`config.mk`:
```
export PLATFORM = sky130hd
export DESIGN_NAME = player_input
export DESIGN_NICKNAME = d
export VERILOG_FILES = /design/src/rtl/game_pkg.sv /design/src/rtl/debounce.sv /design/src/rtl/player_input.sv
export SDC_FILE = /design/constraint.sdc
export NUM_CORES = 1
export LEC_CHECK = 0
export ABC_AREA = 1
export CAP_MARGIN = 40
export CORE_AREA = 2 2 107 120
export CTS_CLUSTER_DIAMETER = 80
export DETAILED_ROUTE_END_ITERATION = 16
export DIE_AREA = 0 0 109 122
export HOLD_SLACK_MARGIN = 0.1
export PLACE_DENSITY_LB_ADDON = 0.15
export SYNTH_ARGS = -nofsm -noshare
export SYNTH_HDL_FRONTEND = slang
export SYNTH_SLANG_ARGS = --single-unit
```
`constraint.sdc`:
```
create_clock -name clk -period 3.12 [get_ports clk]
set_input_delay 0.936 -clock clk [delete_from_list [all_inputs] [get_ports clk]]
set_output_delay 0.936 -clock clk [all_outputs]
set_load 0.02 [all_outputs]
```
`src/rtl/game_pkg.sv`:
```
// game_pkg
// Shared definitions for the player input stage and the character FSM:
//   - attack_state_e : 2-bit attack duty-policy FSM encoding
//   - LEFT / RIGHT   : direction constants used by last-direction tracking
package game_pkg;

  typedef enum logic [1:0] {
    A_READY    = 2'd0,
    A_ACTIVE   = 2'd1,
    A_COOLDOWN = 2'd2,
    A_WAITREL  = 2'd3
  } attack_state_e;

  localparam logic LEFT  = 1'b0;
  localparam logic RIGHT = 1'b1;

endpackage

```
`src/rtl/debounce.sv`:
```
// debounce
// Two-flop synchronizer followed by a counter-based debouncer for one raw,
// asynchronous, active-high button.  The debounced level only changes after
// the synchronized input has disagreed with it for DEBOUNCE_CYCLES
// consecutive cycles; any shorter disagreement resets the counter.
//
// Parameters:
//   DEBOUNCE_CYCLES : stable cycles required to accept a change (>= 1)
//   CNT_W           : counter width, must hold DEBOUNCE_CYCLES
// Ports:
//   clk    in  system clock
//   rst_n  in  asynchronous active-low reset
//   raw_i  in  raw button level (asynchronous)
//   db_o   out debounced level (registered)
module debounce #(
  parameter int unsigned DEBOUNCE_CYCLES = 50000,
  parameter int unsigned CNT_W           = 26
) (
  input  logic clk,
  input  logic rst_n,
  input  logic raw_i,
  output logic db_o
);

  localparam logic [CNT_W-1:0] DB_LAST = CNT_W'(DEBOUNCE_CYCLES - 1);

  logic             sync1_q;
  logic             sync2_q;
  logic             db_q;
  logic             db_d;
  logic [CNT_W-1:0] cnt_q;
  logic [CNT_W-1:0] cnt_d;

  always_ff @(posedge clk or negedge rst_n) begin
    if (!rst_n) begin
      sync1_q <= 1'b0;
      sync2_q <= 1'b0;
      db_q    <= 1'b0;
      cnt_q   <= '0;
    end else begin
      sync1_q <= raw_i;
      sync2_q <= sync1_q;
      db_q    <= db_d;
      cnt_q   <= cnt_d;
    end
  end

  // The counter only advances while the synchronized input disagrees with
  // the accepted level, and it stops at DB_LAST where the change is taken,
  // so it can never wrap.
  always_comb begin
    db_d  = db_q;
    cnt_d = '0;
    if (sync2_q != db_q) begin
      if (cnt_q == DB_LAST) begin
        db_d = sync2_q;
      end else begin
        cnt_d = cnt_q + CNT_W'(1);
      end
    end
  end

  assign db_o = db_q;

endmodule

```
`src/rtl/player_input.sv`:
```
// player_input
// Conditions the raw left/right/attack buttons of one player for the
// character FSM: synchronize + debounce each button, register the direction
// levels, and run an attack duty policy (maximum hold time, cooldown, fresh
// press required).
//
// Optional feature macro: SOCD_LAST_WINS_EN
//   defined   : with both directions held, only the most recently pressed
//               one is output (last_dir flop, reset value LEFT)
//   undefined : left/right simply mirror the debounced levels
//
// Parameters:
//   DEBOUNCE_CYCLES : debounce window in cycles (>= 1)
//   ATTACK_MAX      : maximum attack high time per press (>= 1)
//   COOLDOWN_CYCLES : forced-low time after an attack (>= 1)
//   CNT_W           : counter width; must hold the largest parameter and
//                     also DEBOUNCE_CYCLES+2 (startup settle window)
// Ports:
//   clk, rst_n                               clock, async active-low reset
//   btn_left_raw, btn_right_raw, btn_attack_raw  raw async buttons
//   left, right, attack                      conditioned registered levels
module player_input
  import game_pkg::*;
#(
  parameter int unsigned DEBOUNCE_CYCLES = 50000,
  parameter int unsigned ATTACK_MAX      = 25000000,
  parameter int unsigned COOLDOWN_CYCLES = 12500000,
  parameter int unsigned CNT_W           = 26
) (
  input  logic clk,
  input  logic rst_n,
  input  logic btn_left_raw,
  input  logic btn_right_raw,
  input  logic btn_attack_raw,
  output logic left,
  output logic right,
  output logic attack
);

  localparam logic [CNT_W-1:0] ATK_LAST    = CNT_W'(ATTACK_MAX - 1);
  localparam logic [CNT_W-1:0] CD_LAST     = CNT_W'(COOLDOWN_CYCLES - 1);
  localparam logic [CNT_W-1:0] SETTLE_LAST = CNT_W'(DEBOUNCE_CYCLES + 2);

  logic db_left;
  logic db_right;
  logic db_attack;

  debounce #(.DEBOUNCE_CYCLES(DEBOUNCE_CYCLES), .CNT_W(CNT_W)) u_db_left (
    .clk   (clk),
    .rst_n (rst_n),
    .raw_i (btn_left_raw),
    .db_o  (db_left)
  );

  debounce #(.DEBOUNCE_CYCLES(DEBOUNCE_CYCLES), .CNT_W(CNT_W)) u_db_right (
    .clk   (clk),
    .rst_n (rst_n),
    .raw_i (btn_right_raw),
    .db_o  (db_right)
  );

  debounce #(.DEBOUNCE_CYCLES(DEBOUNCE_CYCLES), .CNT_W(CNT_W)) u_db_attack (
    .clk   (clk),
    .rst_n (rst_n),
    .raw_i (btn_attack_raw),
    .db_o  (db_attack)
  );

  // ---------------------------------------------------------------------
  // Direction outputs
  // ---------------------------------------------------------------------
  logic left_q, left_d;
  logic right_q, right_d;

`ifdef SOCD_LAST_WINS_EN
  logic db_left_q;
  logic db_right_q;
  logic last_dir_q, last_dir_d;

  // last_dir_d is used (not last_dir_q) so the newly pressed direction takes
  // over on the same edge it first appears on the outputs.
  always_comb begin
    last_dir_d = last_dir_q;
    if (db_left && !db_left_q) begin
      last_dir_d = LEFT;
    end
    if (db_right && !db_right_q) begin
      last_dir_d = RIGHT;
    end
    left_d  = db_left  && (!db_right || (last_dir_d == LEFT));
    right_d = db_right && (!db_left  || (last_dir_d == RIGHT));
  end

  always_ff @(posedge clk or negedge rst_n) begin
    if (!rst_n) begin
      db_left_q  <= 1'b0;
      db_right_q <= 1'b0;
      last_dir_q <= LEFT;
    end else begin
      db_left_q  <= db_left;
      db_right_q <= db_right;
      last_dir_q <= last_dir_d;
    end
  end
`else
  always_comb begin
    left_d  = db_left;
    right_d = db_right;
  end
`endif

  always_ff @(posedge clk or negedge rst_n) begin
    if (!rst_n) begin
      left_q  <= 1'b0;
      right_q <= 1'b0;
    end else begin
      left_q  <= left_d;
      right_q <= right_d;
    end
  end

  // ---------------------------------------------------------------------
  // Attack duty policy
  // ---------------------------------------------------------------------
  attack_state_e    state_q, state_d;
  logic [CNT_W-1:0] acnt_q, acnt_d;
  logic [CNT_W-1:0] settle_q, settle_d;
  logic             db_attack_q;
  logic             armed_q, armed_d;
  logic             attack_q, attack_d;
  logic             press;

  // After reset the debouncer restarts from 0, so a button held through
  // reset would look like a fresh rising edge.  Presses are only accepted
  // once the debounced attack level has been seen low after it had time to
  // settle (2 sync stages + debounce window).
  always_comb begin
    settle_d = (settle_q == SETTLE_LAST) ? settle_q : settle_q + CNT_W'(1);
    armed_d  = armed_q || ((settle_q == SETTLE_LAST) && !db_attack);
  end

  assign press = armed_q && db_attack && !db_attack_q;

  always_comb begin
    state_d = state_q;
    acnt_d  = acnt_q;
    unique case (state_q)
      A_READY: begin
        if (press) begin
          state_d = A_ACTIVE;
          acnt_d  = ATK_LAST;
        end
      end
      A_ACTIVE: begin
        // Release and timeout on the same cycle share this single exit.
        if (!db_attack || (acnt_q == '0)) begin
          state_d = A_COOLDOWN;
          acnt_d  = CD_LAST;
        end else begin
          acnt_d = acnt_q - CNT_W'(1);
        end
      end
      A_COOLDOWN: begin
        if (acnt_q == '0) begin
          state_d = db_attack ? A_WAITREL : A_READY;
        end else begin
          acnt_d = acnt_q - CNT_W'(1);
        end
      end
      A_WAITREL: begin
        if (!db_attack) begin
          state_d = A_READY;
        end
      end
      default: begin
        state_d = A_READY;
      end
    endcase
    attack_d = (state_d == A_ACTIVE);
  end

  always_ff @(posedge clk or negedge rst_n) begin
    if (!rst_n) begin
      state_q     <= A_READY;
      acnt_q      <= '0;
      settle_q    <= '0;
      db_attack_q <= 1'b0;
      armed_q     <= 1'b0;
      attack_q    <= 1'b0;
    end else begin
      state_q     <= state_d;
      acnt_q      <= acnt_d;
      settle_q    <= settle_d;
      db_attack_q <= db_attack;
      armed_q     <= armed_d;
      attack_q    <= attack_d;
    end
  end

  assign left   = left_q;
  assign right  = right_q;
  assign attack = attack_q;

endmodule

```
==> results of run 1 <==
## cells in the final DEF (no fill, tap or decap), types with 2 or more instances in the layout
cell	synthesis	layout
a211oi_1	4	4
a21oi_1	29	29
a22oi_1	3	3
a31oi_1	4	4
and3b_1	2	2
bufinv_16	0	4
clkbuf_1	1	3
clkbuf_16	0	17
clkbuf_8	0	4
clkdlybuf4s50_1	0	6
clkinvlp_4	0	2
dfrtp_1	146	146
ha_1	11	11
inv_1	115	115
inv_2	5	5
mux2_2	3	3
nand2_1	195	195
nand2_2	4	4
nand3_1	66	66
nand3_2	3	3
nand4_1	27	27
nor2_1	185	185
nor2_2	13	13
nor2_4	4	4
nor3_1	44	44
nor3_2	8	8
nor3b_1	2	2
nor4_1	19	19
o211a_1	2	2
o21a_1	5	5
o21ai_0	22	22
o21ai_1	7	7
or2_2	3	3
xnor2_1	16	16
xor2_1	57	57
## metal layers
metal | vias to the layer above | part of all wire, % | wire length, um
li1 | 3352 | - | -
met1 | 3129 | 45 | 7710
met2 | 184 | 49 | 8440
met3 | 44 | 3.5 | 597
met4 | 0 | 2.8 | 479
met5 | - | 0 | 0
## critical path, stage by stage (launching register included)
cell and delay [ns]:
dfrtp_1 0.42, inv_1 0.10, ha_1 0.18, inv_1 0.11, nor2_1 0.10, nor2_2 0.12, nand2_2 0.18, nor2_2 0.53
nand2_2 0.18, inv_2 0.18, a21oi_1 0.09
## logic make-up after synthesis
kind of cell    after synthesis
flops                       146
fa+ha+maj                    11
simple gates                578
compound gates               79
xor+xnor                     73
buf+inv                     129
mux                           4
## final cells by class
class                      instances  area share [%]
timing repair buffer               9            1.11
clock buffer                      24            5.51
multi-input combinational        745            43.4
inverter                         122            5.16
sequential                       146            40.9
clock inverter                     8            1.67
tap                              157            2.20
## worst paths after layout
kind | end | cells past startpoint | startpoint | slack (ns)
min | u_db_right.sync2_q$_DFF_PN0_ | 0 | u_db_right.sync1_q$_DFF_PN0_ | 0.36
min reg2reg | u_db_right.sync2_q$_DFF_PN0_ | 0 | u_db_right.sync1_q$_DFF_PN0_ | 0.36
max reg2reg | acnt_q[4]$_DFFE_PN0P_ | 10 | state_q[1]$_DFF_PN0_ | 0.81
min in group asynchronous | u_db_left.cnt_q[20]$_DFF_PN0_ | 1 | rst_n | 0.50
max in group asynchronous | acnt_q[3]$_DFFE_PN0P_ | 2 | rst_n | 1.87
max | acnt_q[4]$_DFFE_PN0P_ | 10 | state_q[1]$_DFF_PN0_ | 0.81
## power by group through the flow
stage	logic (W)	registers, W	clock network [W]
final	0.0000897	0.00192	0.00219
after global routing	0.000107	0.00192	0.00231
after CTS	0.0000931	0.00192	0.00221
after detailed placement	0.0000921	0.00195	0
after global placement	0.0000908	0.00195	0
after floorplan	0.0000363	0.00195	0
## through the flow
stage	utilization, %	worst slack (ns)	cell area, um^2	cells	total power (W)
after global routing	73.1	0.617	8930	1211	0.00433
final	73.1	0.810	8930	1211	0.00420
after floorplan	-	1.37	8050	1020	0.00199
after global placement	67.9	0.968	8290	1179	0.00204
after CTS	73.1	0.817	8930	1211	0.00422
after detailed placement	67.9	0.865	8290	1179	0.00205
## state kept, by name, indices dropped and copies added (netlist names)
signal,cells
acnt_q,26
settle_q,26
u_db_attack.cnt_q,26
u_db_left.cnt_q,26
u_db_right.cnt_q,26
state_q,2
armed_q,1
attack,1
db_attack_q,1
left,1
right,1
u_db_attack.db_o,1
u_db_attack.sync1_q,1
u_db_attack.sync2_q,1
u_db_left.db_o,1
u_db_left.sync1_q,1
u_db_left.sync2_q,1
u_db_right.db_o,1
u_db_right.sync1_q,1
u_db_right.sync2_q,1
==> impl_metrics.csv, run 1 <==
group,metric,value,unit
clock_network,clock_path_buffers,2,
cells_and_area,final.fill_count,916,
power,ir_drop,0.000397,V
global_route,antenna_found_initial,0,
clock_network,clock-sinks,146,
place,io_buffers,7,
global_route,use_met2,46.9,%
logic_synthesis,syn_nets,1036,
timing,setup_viol,0,
floorplan,rows,43,
critical_path,critPathKind,"reg -> reg",
power,p_int,0.00335,W
global_route,grt_usage,27.8,%
critical_path,worstPathRequired,3.42,ns
timing,holdWs,0.363,ns
power,power.density,471,nW/um^2
timing,tightestPinTransition,0.854,ns
drt,vias,6709,
logic_synthesis,yosysWarnings,0,
drt,first_pass_iters,5,
drt,drt-total-wl,17.2,mm
place,dp.final_hpwl,12.3,mm
outcome,status,"finished clean",
critical_path,end_kind,"flop",
logic_synthesis,synth_edf_count,0,
timing,rsz0062_at_grt,"false",
power,combPwrFrac,2.1,%
power,p_seq_share,45.7,%
logic_synthesis,syn_avg_cell_area,7.89,um^2
global_route,use_met3,4.55,%
timing,setup_tns,0,ns
logic_synthesis,yosysMostFrequentCell,"nand2_1",
clock_network,htree_levels,4,
drt,wl_per_cell,14.2,um
global_route,gr-usage-met1,34.9,%
clock_network,root_buffer,"clkbuf_16",
cells_and_area,multi_input_area,3880,um^2
logic_synthesis,synthMuxAreaShare,0.544,%
timing,post-route-period-util,74.0,%
logic_synthesis,synth_cell_types,42,
logic_synthesis,synth-adder-area-share,1.71,%
timing,hold_viol,0,
global_route,grt_pass1_wl,29.1,mm
global_route,busiest_layer,"met2",
power,p_leak,4.23,nW
logic_synthesis,yosys.area_share.simple,32.3,%
cells_and_area,ff_latch_area,3650,um^2
logic_synthesis,seq_area_frac_synth,45.4,%
timing,relSlewSlack,42.5,%
cells_and_area,areaGrowthSynthToFinish,10.9,%
clock_network,cts_hold_buf,0,
clock_network,cts_resized,0,
cells_and_area,nets,1057,
drt,ant_nets,0,
drt,vias_per_cell,5.54,
power,pwr-share-clk,52.2,%
cells_and_area,diodes,0,
floorplan,core,12200,um^2
logic_synthesis,syn_area,8050,um^2
clock_network,cts_made_buffers,17,
logic_synthesis,async_reset_ff_share,100,%
logic_synthesis,yosysTopAreaCellShare,45.4,%
clock_network,cts_tree,"built",
critical_path,cp-start-kind,"flop",
global_route,grt_pass1_vias,6510,
logic_synthesis,yosys-top-cells-area,"dfrtp_1 (45%), nand2_1 (9.1%), nor2_1 (8.6%)",
floorplan,num_io_pins,8,
drt,drt_iter0_drc,534,
floorplan,fp.dieW,109,um
cells_and_area,final_layout_size_suffix_gt1_share,7.50,%
power,swShare,20.2,%
floorplan,die_h,122,um
worst_hold_path,hold_path_class,"reg -> reg",
timing,finalMaxSlewViolations,0,
logic_synthesis,synth_xor_area_share,7.94,%
timing,max_freq,433,MHz
floorplan,dieArea,13300,um^2
flow_run,drv_cap,0,
global_route,grt_overflow_total,0,
clock_network,cts_setup_buffers,0,
logic_synthesis,synth_top_family_by_area,"simple AND/OR/NAND/NOR gates",
logic_synthesis,synth_seq_cells,146,
global_route,grt_max_degree,66,
critical_path,cp_max_fo,13,
power,p_sw,0.000848,W
timing,timing.final.crit_period,2.31,ns
logic_synthesis,syn_inst,1020,
timing,finClkSkew,0.00977,ns
logic_synthesis,synth-compound-area-share,5.63,%
logic_synthesis,ys.flop_type,"dfrtp_1",
logic_synthesis,yosys.area.top_type,"dfrtp_1",
place,gp_congestion,0.959,
critical_path,worstPathArrival,2.61,ns
clock_network,insertion_delay,0.43,ns
floorplan,start_util,65.9,%
drt,drc_errors,0,
logic_synthesis,yosys-top-cells-count,"nand2_1 (195), nor2_1 (185), dfrtp_1 (146)",
clock_network,clk_pin_slew,0.06,ns
(Power assumes the default switching activity.)
==> run 2, diff against run 1 <==
--- a/config.mk
+++ b/config.mk
@@ -7,10 +7,10 @@
 export LEC_CHECK = 0
 export ABC_AREA = 1
 export CAP_MARGIN = 40
-export CORE_AREA = 2 2 107 120
+export CORE_AREA = 2 2 111 124
 export CTS_CLUSTER_DIAMETER = 80
 export DETAILED_ROUTE_END_ITERATION = 16
-export DIE_AREA = 0 0 109 122
+export DIE_AREA = 0 0 113 126
 export HOLD_SLACK_MARGIN = 0.1
 export PLACE_DENSITY_LB_ADDON = 0.15
 export SYNTH_ARGS = -nofsm -noshare
==> constraint.sdc (replaced) <==
create_clock -name clk -period 2.35 [get_ports clk]
set_input_delay 0.705 -clock clk [delete_from_list [all_inputs] [get_ports clk]]
set_output_delay 0.705 -clock clk [all_outputs]
set_load 0.02 [all_outputs]
==> run 2 against run 1 <==
Effect of this change: largest power group unchanged; core utilization is 3.9 points lower; combinational power is 45% higher; hold slack worse by 0.21 ns; flip-flop and latch count stayed put; non-clock buffer count is 11 higher; clock power is 26% higher; setup slack worse by 0.56 ns; highest routed layer unchanged; the run now ends with DRC left; global-route usage is 1.6 points lower; register-to-register slack worse by 0.51 ns.
==> impl_metrics.csv, run 2 (same netlist as run 1, synthesis figures left out) <==
group,metric,value,unit
critical_path,crit_buf_inv,1,
cells_and_area,final_cell_mix,"nand2_1 (195), nor2_1 (185), dfrtp_1 (146)",
outcome,status,"finished, violations left",
place,dp_slack,0.249,ns
critical_path,cp-start-kind,"flop",
floorplan,start_util,62.0,%
clock_network,root_buffer,"clkbuf_16",
cells_and_area,fin_util,69.2,%
floorplan,dieArea,14200,um^2
clock_network,insertion_delay,0.43,ns
timing,post-route-period-util,89.3,%
global_route,antenna_found_initial,0,
power,ir_drop,0.000483,V
clock_network,cts_tree,"built",
critical_path,regToRegEndpoint,"u_db_attack.cnt_q[16]$_DFF_PN0_",
floorplan,num_io_pins,8,
clock_network,clock_path_buffers,2,
timing,max_freq,477,MHz
critical_path,worstPathRequired,1.64,ns
worst_hold_path,hold_path_class,"in -> async",
floorplan,fp.dieW,113,um
drt,wl_per_cell,14.4,um
timing,setup_viol,0,
drt,drt-total-wl,17.6,mm
power,p_leak,4.27,nW
timing,tightestPinTransition,0.410,ns
place,gp_congestion,0.952,
cells_and_area,multi_input_area,3880,um^2
floorplan,rows,44,
critical_path,cp_top_family,"buffers and inverters",
cells_and_area,ff_latch_area,3650,um^2
clock_network,htree_levels,4,
critical_path,cp_max_fo,1,
timing,setup_tns,0,ns
timing,finalMaxSlewViolations,0,
critical_path,reg2regPathDepth,10,
cells_and_area,final_area,8990,um^2
power,power.density,605,nW/um^2
cells_and_area,final_common_cell,"nand2_1",
drt,first_pass_iters,12,
timing,hold_viol,0,
timing,timing.final.crit_period,2.10,ns
drt,vias_per_cell,5.60,
clock_network,cts_setup_buffers,0,
drt,drt_iter0_drc,602,
clock_network,cts_hold_buf,0,
global_route,grt_max_degree,43,
cells_and_area,nets,1068,
critical_path,regToRegStartpoint,"u_db_attack.cnt_q[0]$_DFF_PN0_",
global_route,grt_pass1_wl,30.3,mm
timing,setup_ws,0.252,ns
drt,drc_errors,2,
drt,vias,6870,
drt,ant_nets,0,
global_route,grt_usage,26.2,%
power,power,0.00544,W
critical_path,crit_chain,"clkdlybuf4s50_1",
clock_network,cts_made_buffers,17,
flow_run,drv_cap,0,
floorplan,core,13000,um^2
critical_path,end_kind,"output pin",
place,dpl-instance-area,8390,um^2
global_route,grt_overflow_total,0,
critical_path,ff2ff_setup_slack,0.30,ns
cells_and_area,final.fill_count,1080,
floorplan,die_h,126,um
global_route,grt_pass1_vias,6679,
clock_network,clk_pin_slew,0.06,ns
critical_path,critPathKind,"reg -> out",
timing,relSlewSlack,72.4,%
critical_path,crit_slowest_cell,"clkdlybuf4s50_1",
critical_path,worstPathArrival,1.39,ns
timing,finClkSkew,0.00937,ns
clock_network,clock-sinks,146,
cells_and_area,final_layout_size_suffix_gt1_share,8.45,%
cells_and_area,diodes,0,
outcome,violations,"DRC",
place,io_buffers,7,
place,dp.final_hpwl,12.6,mm
cells_and_area,areaGrowthSynthToFinish,11.7,%
critical_path,cpPeakStageDelay,0.61,ns
clock_network,cts_resized,0,
timing,rsz0062_at_grt,"false",
[run 2: metal layers]
metal	vias to the layer above	global-route usage, %	share of wire (%)
met5	-	0	0
met4	0	11.6	3.0
met3	45	4.91	4.8
met2	213	43.1	48
met1	3241	34.1	44
li1	3371	-	-
[run 2: area by class of cell]
cell class,instances,area share [%]
tap,161,2.24
sequential,146,40.6
multi-input combinational,745,43.2
clock buffer,22,5.16
inverter,122,5.12
clock inverter,10,1.48
timing repair buffer,20,2.16
[run 2: power breakdown]
part | internal (W) | switching, W
Clock | 0.00172 | 0.00104
Combinational | 0.0000370 | 0.0000927
Sequential | 0.00253 | 0.0000162
[run 2: how the worst max path moves through the flow]
stage                                        start                               to  cells past startpoint
global route        u_db_attack.cnt_q[0]$_DFF_PN0_  u_db_attack.cnt_q[16]$_DFF_PN0_                     10
global placement             acnt_q[0]$_DFFE_PN0P_            acnt_q[3]$_DFFE_PN0P_                     14
finish                             right$_DFF_PN0_                            right                      1
CTS                          acnt_q[1]$_DFFE_PN0P_           acnt_q[11]$_DFFE_PN0P_                     14
floorplan                    acnt_q[0]$_DFFE_PN0P_           acnt_q[11]$_DFFE_PN0P_                     15
detailed placement           acnt_q[0]$_DFFE_PN0P_            acnt_q[4]$_DFFE_PN0P_                     14
[run 2: stage by stage]
stage	instances	hold WS, ns
3_5_place_dp	1194	0.335
3_3_place_gp	1194	0.333
2_1_floorplan	1020	0.331
5_1_grt	1226	0.171
6_report	1226	0.153
4_1_cts	1226	0.160
